### config.mk
export PLATFORM = sky130hd
export DESIGN_NAME = game_undo_buffer
export DESIGN_NICKNAME = d
export VERILOG_FILES = /design/src/rtl/game_undo_buffer.sv
export SDC_FILE = /design/constraint.sdc
export NUM_CORES = 1
export LEC_CHECK = 0
export ABC_AREA = 0
export CAP_MARGIN = 20
export CORE_AREA = 2 2 332 334
export DETAILED_ROUTE_END_ITERATION = 12
export DIE_AREA = 0 0 334 336
export HOLD_SLACK_MARGIN = 0.05
export PLACE_DENSITY_LB_ADDON = 0.12
export SKIP_LAST_GASP = 1
export SYNTH_ARGS = -nofsm -noshare
export SYNTH_HDL_FRONTEND = slang
export SYNTH_SLANG_ARGS = --single-unit
### constraint.sdc
create_clock -name clk -period 2.8 [get_ports clk]
set_input_delay 0.56 -clock clk [delete_from_list [all_inputs] [get_ports clk]]
set_output_delay 0.56 -clock clk [all_outputs]
set_load 0.1 [all_outputs]
### src/rtl/game_undo_buffer.sv
// game_undo_buffer: four-slot ring of committed Sokoban game states feeding a 4-to-1 state mux.
// The ring holds the current state plus up to three earlier ones, so up to three moves can be undone.
// It also keeps the scoreboard move counter.
// Optional build macro GAME_UNDO_STATS_EN: when defined, undo_total counts accepted undos
// (16-bit, saturating, cleared only by reset). Otherwise undo_total is tied to zero.
module game_undo_buffer #(
   parameter int unsigned N      = 134,
   parameter int unsigned MOVE_W = 16
) (
   input  logic              clk,
   input  logic              rst_n,
   input  logic              load,
   input  logic [N-1:0]      load_state,
   input  logic              push,
   input  logic [N-1:0]      push_state,
   input  logic              undo,
   output logic [N-1:0]      slot_0,
   output logic [N-1:0]      slot_1,
   output logic [N-1:0]      slot_2,
   output logic [N-1:0]      slot_3,
   output logic [1:0]        sel,
   output logic [2:0]        depth,
   output logic              valid,
   output logic              undo_err,
   output logic [MOVE_W-1:0] moves,
   output logic [15:0]       undo_total
);

   logic [N-1:0]      slot_q [4];
   logic [1:0]        sel_q, sel_d;
   logic [2:0]        depth_q, depth_d;
   logic              valid_q;
   logic              undo_err_q, undo_err_d;
   logic [MOVE_W-1:0] moves_q, moves_d;

   // Only one slot is written per edge.
   logic              wr_en;
   logic [1:0]        wr_idx;
   logic [N-1:0]      wr_data;

   // Command decode with priority load > push > undo; every output is a register.
   always_comb begin
      wr_en      = 1'b0;
      wr_idx     = sel_q;
      wr_data    = push_state;
      sel_d      = sel_q;
      depth_d    = depth_q;
      moves_d    = moves_q;
      undo_err_d = 1'b0;
      if (load) begin
         // Any push or undo in the same cycle is silently ignored.
         wr_en   = 1'b1;
         wr_idx  = 2'd0;
         wr_data = load_state;
         sel_d   = 2'd0;
         depth_d = 3'd1;
         moves_d = '0;
      end else if (push) begin
         wr_en      = 1'b1;
         undo_err_d = undo;
         if (depth_q == 3'd0) begin
            // Empty ring: the first state lands at the current pointer and is not a move.
            wr_idx  = sel_q;
            depth_d = 3'd1;
         end else begin
            // sel+1 is either free or the oldest state, so overwriting it is always correct.
            // This also drops any redo history left behind by earlier undos.
            wr_idx = sel_q + 2'd1;
            sel_d  = sel_q + 2'd1;
            if (depth_q < 3'd4) begin
               depth_d = depth_q + 3'd1;
            end
            if (moves_q != '1) begin
               moves_d = moves_q + MOVE_W'(1);
            end
         end
      end else if (undo) begin
         if (depth_q >= 3'd2) begin
            sel_d   = sel_q - 2'd1;
            depth_d = depth_q - 3'd1;
            if (moves_q != '0) begin
               moves_d = moves_q - MOVE_W'(1);
            end
         end else begin
            undo_err_d = 1'b1;
         end
      end
   end

   // State registers; reset returns everything to zero immediately.
   always_ff @(posedge clk or negedge rst_n) begin
      if (!rst_n) begin
         for (int i = 0; i < 4; i++) begin
            slot_q[i] <= '0;
         end
         sel_q      <= 2'd0;
         depth_q    <= 3'd0;
         valid_q    <= 1'b0;
         undo_err_q <= 1'b0;
         moves_q    <= '0;
      end else begin
         if (wr_en) begin
            slot_q[wr_idx] <= wr_data;
         end
         sel_q      <= sel_d;
         depth_q    <= depth_d;
         valid_q    <= (depth_d != 3'd0);
         undo_err_q <= undo_err_d;
         moves_q    <= moves_d;
      end
   end

   assign slot_0   = slot_q[0];
   assign slot_1   = slot_q[1];
   assign slot_2   = slot_q[2];
   assign slot_3   = slot_q[3];
   assign sel      = sel_q;
   assign depth    = depth_q;
   assign valid    = valid_q;
   assign undo_err = undo_err_q;
   assign moves    = moves_q;

`ifdef GAME_UNDO_STATS_EN
   logic        undo_acc;
   logic [15:0] undo_total_q;

   assign undo_acc = undo && !load && !push && (depth_q >= 3'd2);

   // Saturating count of accepted undos; a level load does not clear it.
   always_ff @(posedge clk or negedge rst_n) begin
      if (!rst_n) begin
         undo_total_q <= 16'd0;
      end else if (undo_acc && (undo_total_q != 16'hFFFF)) begin
         undo_total_q <= undo_total_q + 16'd1;
      end
   end

   assign undo_total = undo_total_q;
`else
   assign undo_total = 16'd0;
`endif

endmodule

==> Yosys cells after proc, flatten, opt, wreduce, memory -nomap -nowiden <==
Cells that the tools add are included.
{ "op_classes": {"addsub": 6, "n_lt_le_gt_ge": 4, "eq_ne": 3, "muxes": 30, "bitwise_logic": 1, "n_reduce_logical": 9} }
{ "op_table": {"columns": ["op", "n"], "rows": [
  ["$bwmux 536", 1],
  ["$demux 134 s2", 1],
  ["$mux 134", 2],
  ["$mux 16", 7],
  ["$mux 3", 6],
  ["$add 16x1->16 const B", 1],
  ["$ne 16x16->1 const B", 1],
  ["$reduce_bool 16->1", 1],
  ["$sub 16x1->16 const B", 1],
  ["$mux 2", 7],
  ["$reduce_bool 3->1", 4],
  ["$mux 1", 6],
  ["$reduce_and 5->1", 1],
  ["$add 3x1->3 const B", 1],
  ["$ge 3x2->1 const B", 1],
  ["$ge 3x3->1 const B", 1],
  ["$logic_not 3->1", 1],
  ["$lt 3x1->1 const B", 1],
  ["$lt 3x3->1 const B", 1],
  ["$ne 3x2->1 const B", 1],
  ["$ne 3x3->1 const B", 1],
  ["$not 2->3", 1],
  ["$sub 3x1->3 const B", 1],
  ["$add 2x1->2 const B", 1],
  ["3 further kinds", 3]
]} }
{ "word_totals": {"register_bits": 559, "out_inout_bits": 575, "wordCells": 62} }

==> Logic depth before layout (Yosys ltp) <==
{ "logic_depth": {"ltp_word": 10, "depth_mapped": 11, "ltp_nobuf": 8} }

==> Worst setup path before layout <==
Ideal clock, no wire load.
{ "synth_path": {"path_kind": "reg2reg", "startpoint": "reg depth_q[1], in the netlist depth[1]", "endpoint": "reg slot_q (netlist bit slot_0[11])", "setup_ns": 0.137, "arrival_time_ns": 2.649, "required_time_ns": 2.663, "path_slack_ns": 0.014, "stages_incl_launch_ff": 11, "n_path_buf": 3, "synth_period_minus_slack_ns": 2.786, "cell_sequence": "dfrtp_1 > inv_1 > ha_1 > nand2b_1 > and3_1 > o21ai_0 > nand2b_1 > buf_2 > buf_2 > buf_1 > a21oi_1"} }
{ "synth_via": {"elab_chain_cells": 10} }
{ "synth_rtl": {"columns": ["element", "line_no", "rtl"], "rows": [
  ["from (decl)", "31", "logic [2:0] depth_q, depth_d;"],
  ["from (signal assigned)", "106", "depth_q <= depth_d;"],
  ["$logic_not 3->1 (*)", "61", "if (depth_q == 3'd0) begin"],
  ["$mux 2 (*)", "61", null],
  ["$mux 2 (*)", "58", "end else if (push) begin"],
  ["$mux 2 (*)", "50", "if (load) begin"],
  ["$not 2->3 (not written as such) (*)", "103", "slot_q[wr_idx] <= wr_data;"],
  ["$ge 3x3->1 (not written as such) or $lt 3x1->1 (tied branches)", "103", null],
  ["$logic_and 1x1->1 (not written as such)", "103", null],
  ["$mux 134 (not written as such)", "103", null],
  ["$demux 134 s2 (*)", "103", null],
  ["$bwmux 536 (*)", "103", null],
  ["to (signal, indexed assignment)", "103", null],
  ["to (decl)", "29", "logic [N-1:0] slot_q [4];"]
]} }
Mark *: on every way between the ends. The rest lies on a longest branch, timed or not.
A chain may end at the register's enable or synchronous reset.

==> Worst setup path in the final report <==
{ "layout_path": {"startpoint": "in push", "endpoint": "reg moves_q[13], in the netlist moves[13]"} }
{ "layout_via": {"elab_chain_cells": 2} }
{ "layout_rtl": {"columns": ["element", "line_no", "rtl"], "rows": [
  ["from (decl)", "14", "input logic push,"],
  ["$ne 3x2->1 (no source line), or another cell as far along", null, null],
  ["$reduce_and 5->1 (no source line) or $mux 16 (tied branches)", null, null],
  ["to (signal assigned)", "109", "moves_q <= moves_d;"],
  ["to (decl)", "34", "logic [MOVE_W-1:0] moves_q, moves_d;"]
]} }
Parallel ways exist; a longest one is shown, timed or not.

==> key figures <==
Yosys
  – Seq cells post-synth: 559
  – Post-synth EDFFs: 0
  – Syn avg cell area: 10.5 µm²
  – Netlist cell types: 57
  – Post-Syn Area: 22100 µm²
  – Post-Syn Instances: 2113
  – Synth Flop Type: dfrtp_1
  – Top cell type's share of synthesized area: 63.3%
  – FFs w/ async S/R, synth: 100%
  – Yosys top cell by area: dfrtp_1
  – Ys Warns: 0
  – Register area share after synthesis: 63.3%
  – Synth top area cells: dfrtp_1 (63%), a21oi_1 (6.5%), o21ai_0 (6.3%)

Clocking
  – H-Tree Level Count: 3
  – Deepest clock path buffer count: 3
  – Post-cts gate resize count: 0
  – CTS tree: built
  – Root Buffer Master: clkbuf_16
  – Cts bufs inserted: 70
  – Clk_lat worst skew: 0.62 ns
  – Clock-pin slew on the worst setup and hold paths: 0.06 ns
  – Num Clock Sinks: 559

GRT
  – Largest net degree at the start of global routing: 84
  – Global-route wire length before repair: 136000 µm
  – Vias in the first global route: 19000
  – Grt ovf: 0
  – Tot GR Track Use: 16.4%
  – Initial antenna violation count: 3

Final layout
  – Fillers: 11300
  – Final nets: 3320
  – P&R area growth vs syn: 53.9%
  – Sequential cell area: 14000 µm²
  – Commonest non-fill, non-tap cell in the layout: buf_4
  – Multi-input logic area: 7430 µm²
  – Share of layout cells above drive strength 1: 27.1%
  – Most frequent cells in the layout: buf_4 (688), dfrtp_1 (559), nand2_1 (286), a21oi_1 (285), nor2_1 (282)

Die
  – Die ar.: 112000 µm²
  – Initial Util: 20.4%
  – Die Span Y: 336 µm
  – Horiz. Die Dim: 334 µm
  – # rows: 121
  – Area of the core: 108000 µm²
  – Ports: 848

Route
  – Iter 0 DRT Violations: 888
  – Final ANT Viol Nets: 0
  – WL per Instance: 21.1 µm
  – Routed vias/inst: 4.20
  – Drt drc: 0
  – Pre-Repair DR Iteration Count: 5
  – Vias after detailed routing: 18900
  – Total wire length: 95000 µm

Placed design
  – Final GP Congestion: 0.859
  – HPWL after DPL: 73400 µm
  – Port bufs: 831

Setup path
  – CP Capture Type: register
  – Worst path slowest cell: clkdlybuf4s50_1
  – Startpoint types: input pin
  – Critical R2R Launch: depth[0]
  – Required @ worst endpoint: 3.29 ns
  – Worst EP arrival: 3.12 ns
  – WS Path Type: input pin to register
  – Worst stage delay on the critical path: 0.48 ns
  – Worst-path cell chain: clkdlybuf4s50_1 > inv_1 > buf_4 > ha_1 > a21oi_1 > nor2_1 > o31ai_1 > a21boi_0 > o31a_1 > o41ai_1
  – R2R depth: 10
  – Reg2Reg Setup Slack: 0.22 ns
  – Crit Path Max Fanout: 6
  – RR Endpoint: slot_0[23]

Timing
  – Final Hold Fails: 0
  – Worst slew margin: 46.6%
  – Clk_skew: 0.0179 ns
  – Fin crit share: 93.8%
  – Pins Over Slew Limit: 0
  – Minimum clock period: 2.63 ns
  – Worst-Margin Slew: 0.779 ns
  – Fmax: 381 MHz
  – Final hold slack: 0.447 ns
  – RSZ-0062 raised after global routing: no
  – Final setup vio count: 0

Outcome
  – Run status: finished clean

Min path
  – Worst Hold Class: input pin to asynchronous set/reset pin

Flow run
  – Max-Cap Viols: 0
[registers in the layout (all words and copies together) (netlist names)]
register and flops:
slot_0 134, slot_1 134, slot_2 134, slot_3 134
moves 16, depth 3, sel 2, undo_err 1
valid 1
[final cells by class]
type	instances	share of cell area, %
sequential	559	41.2
timing repair buffer	988	24.9
antenna	1	0.00736
clock inverter	22	0.802
clock buffer	102	6.07
tap	1414	5.20
inverter	4	0.0442
multi-input combinational	1406	21.9
[logic make-up (layout without fill, tap and decap cells)]
logic type | count (synthesis) | after routing | synth area share (%)
flip-flops | 559 | 559 | 63.3
adder cells (fa/ha/maj) | 18 | 18 | 1.05
AO/OA/AOI/OAI | 609 | 609 | 14.5
AND/OR/NAND/NOR | 615 | 615 | 11.0
buffers and inverters | 163 | 1116 | 3.41
XOR/XNOR | 13 | 13 | 0.516
other | 1 | 17 | 0.0170
multiplexers | 135 | 135 | 6.12
[worst max-delay path: cells and delay by family]
kind	cells	cell delay [ns]
AO/OA/AOI/OAI	5	1.31
buffers and inverters	3	0.85
adder cells (fa/ha/maj)	1	0.29
AND/OR/NAND/NOR	1	0.11
[per-layer routing]
metal | part of all wire, % | global-route usage (%) | up-vias
li1 | - | - | 9019
met1 | 39 | 18.9 | 9236
met2 | 52 | 29.4 | 523
met3 | 6.4 | 4.42 | 119
met4 | 2.5 | 5.16 | 4
met5 | 0.024 | 0 | -
[repair_timing]
item / 4_1_cts / 5_1_grt
hold buffers: 1 / 0
buffers inserted: 0 / 0
endpoints found under the hold margin: 27 / 0
[stage by stage]
stage	std cells	util, %	TNS, ns	cell area (µm²)	worst slack (ns)
finish	4496	31.4	0	34000	0.173
global route	4495	31.4	0	34000	0.0543
CTS	4495	31.4	0	34000	0.205
detailed placement	4370	29.2	-41.92	31600	-0.477
global placement	4370	29.2	-19.80	31600	-0.398
floorplan	2128	-	0	22100	0.0140
[cells in the mapped netlist, types with 9 or more instances]
| cell type | n |
|---|---|
| clkbuf_1 | 81 |
| nor2_1 | 282 |
| mux2i_1 | 134 |
| o21ai_0 | 279 |
| xor2_1 | 9 |
| buf_1 | 9 |
| ha_1 | 17 |
| buf_4 | 17 |
| a21oi_1 | 285 |
| buf_2 | 50 |
| nand2_1 | 287 |
| dfrtp_1 | 559 |
[worst max-delay path by stage]
stage	to	depth (start not counted)	from	slack [ns]
6_report	moves[13]	10	push	0.17
5_1_grt	moves[13]	10	push	0.05
4_1_cts	moves[13]	10	push	0.20
3_5_place_dp	moves[13]	10	push	-0.48
3_3_place_gp	moves[13]	10	push	-0.40
2_1_floorplan	slot_0[11]	10	depth[1]	0.01
Power is left out: the tool's default activity adds up to more than one toggle a clock period on the data nets, which glitch-free logic cannot reach.
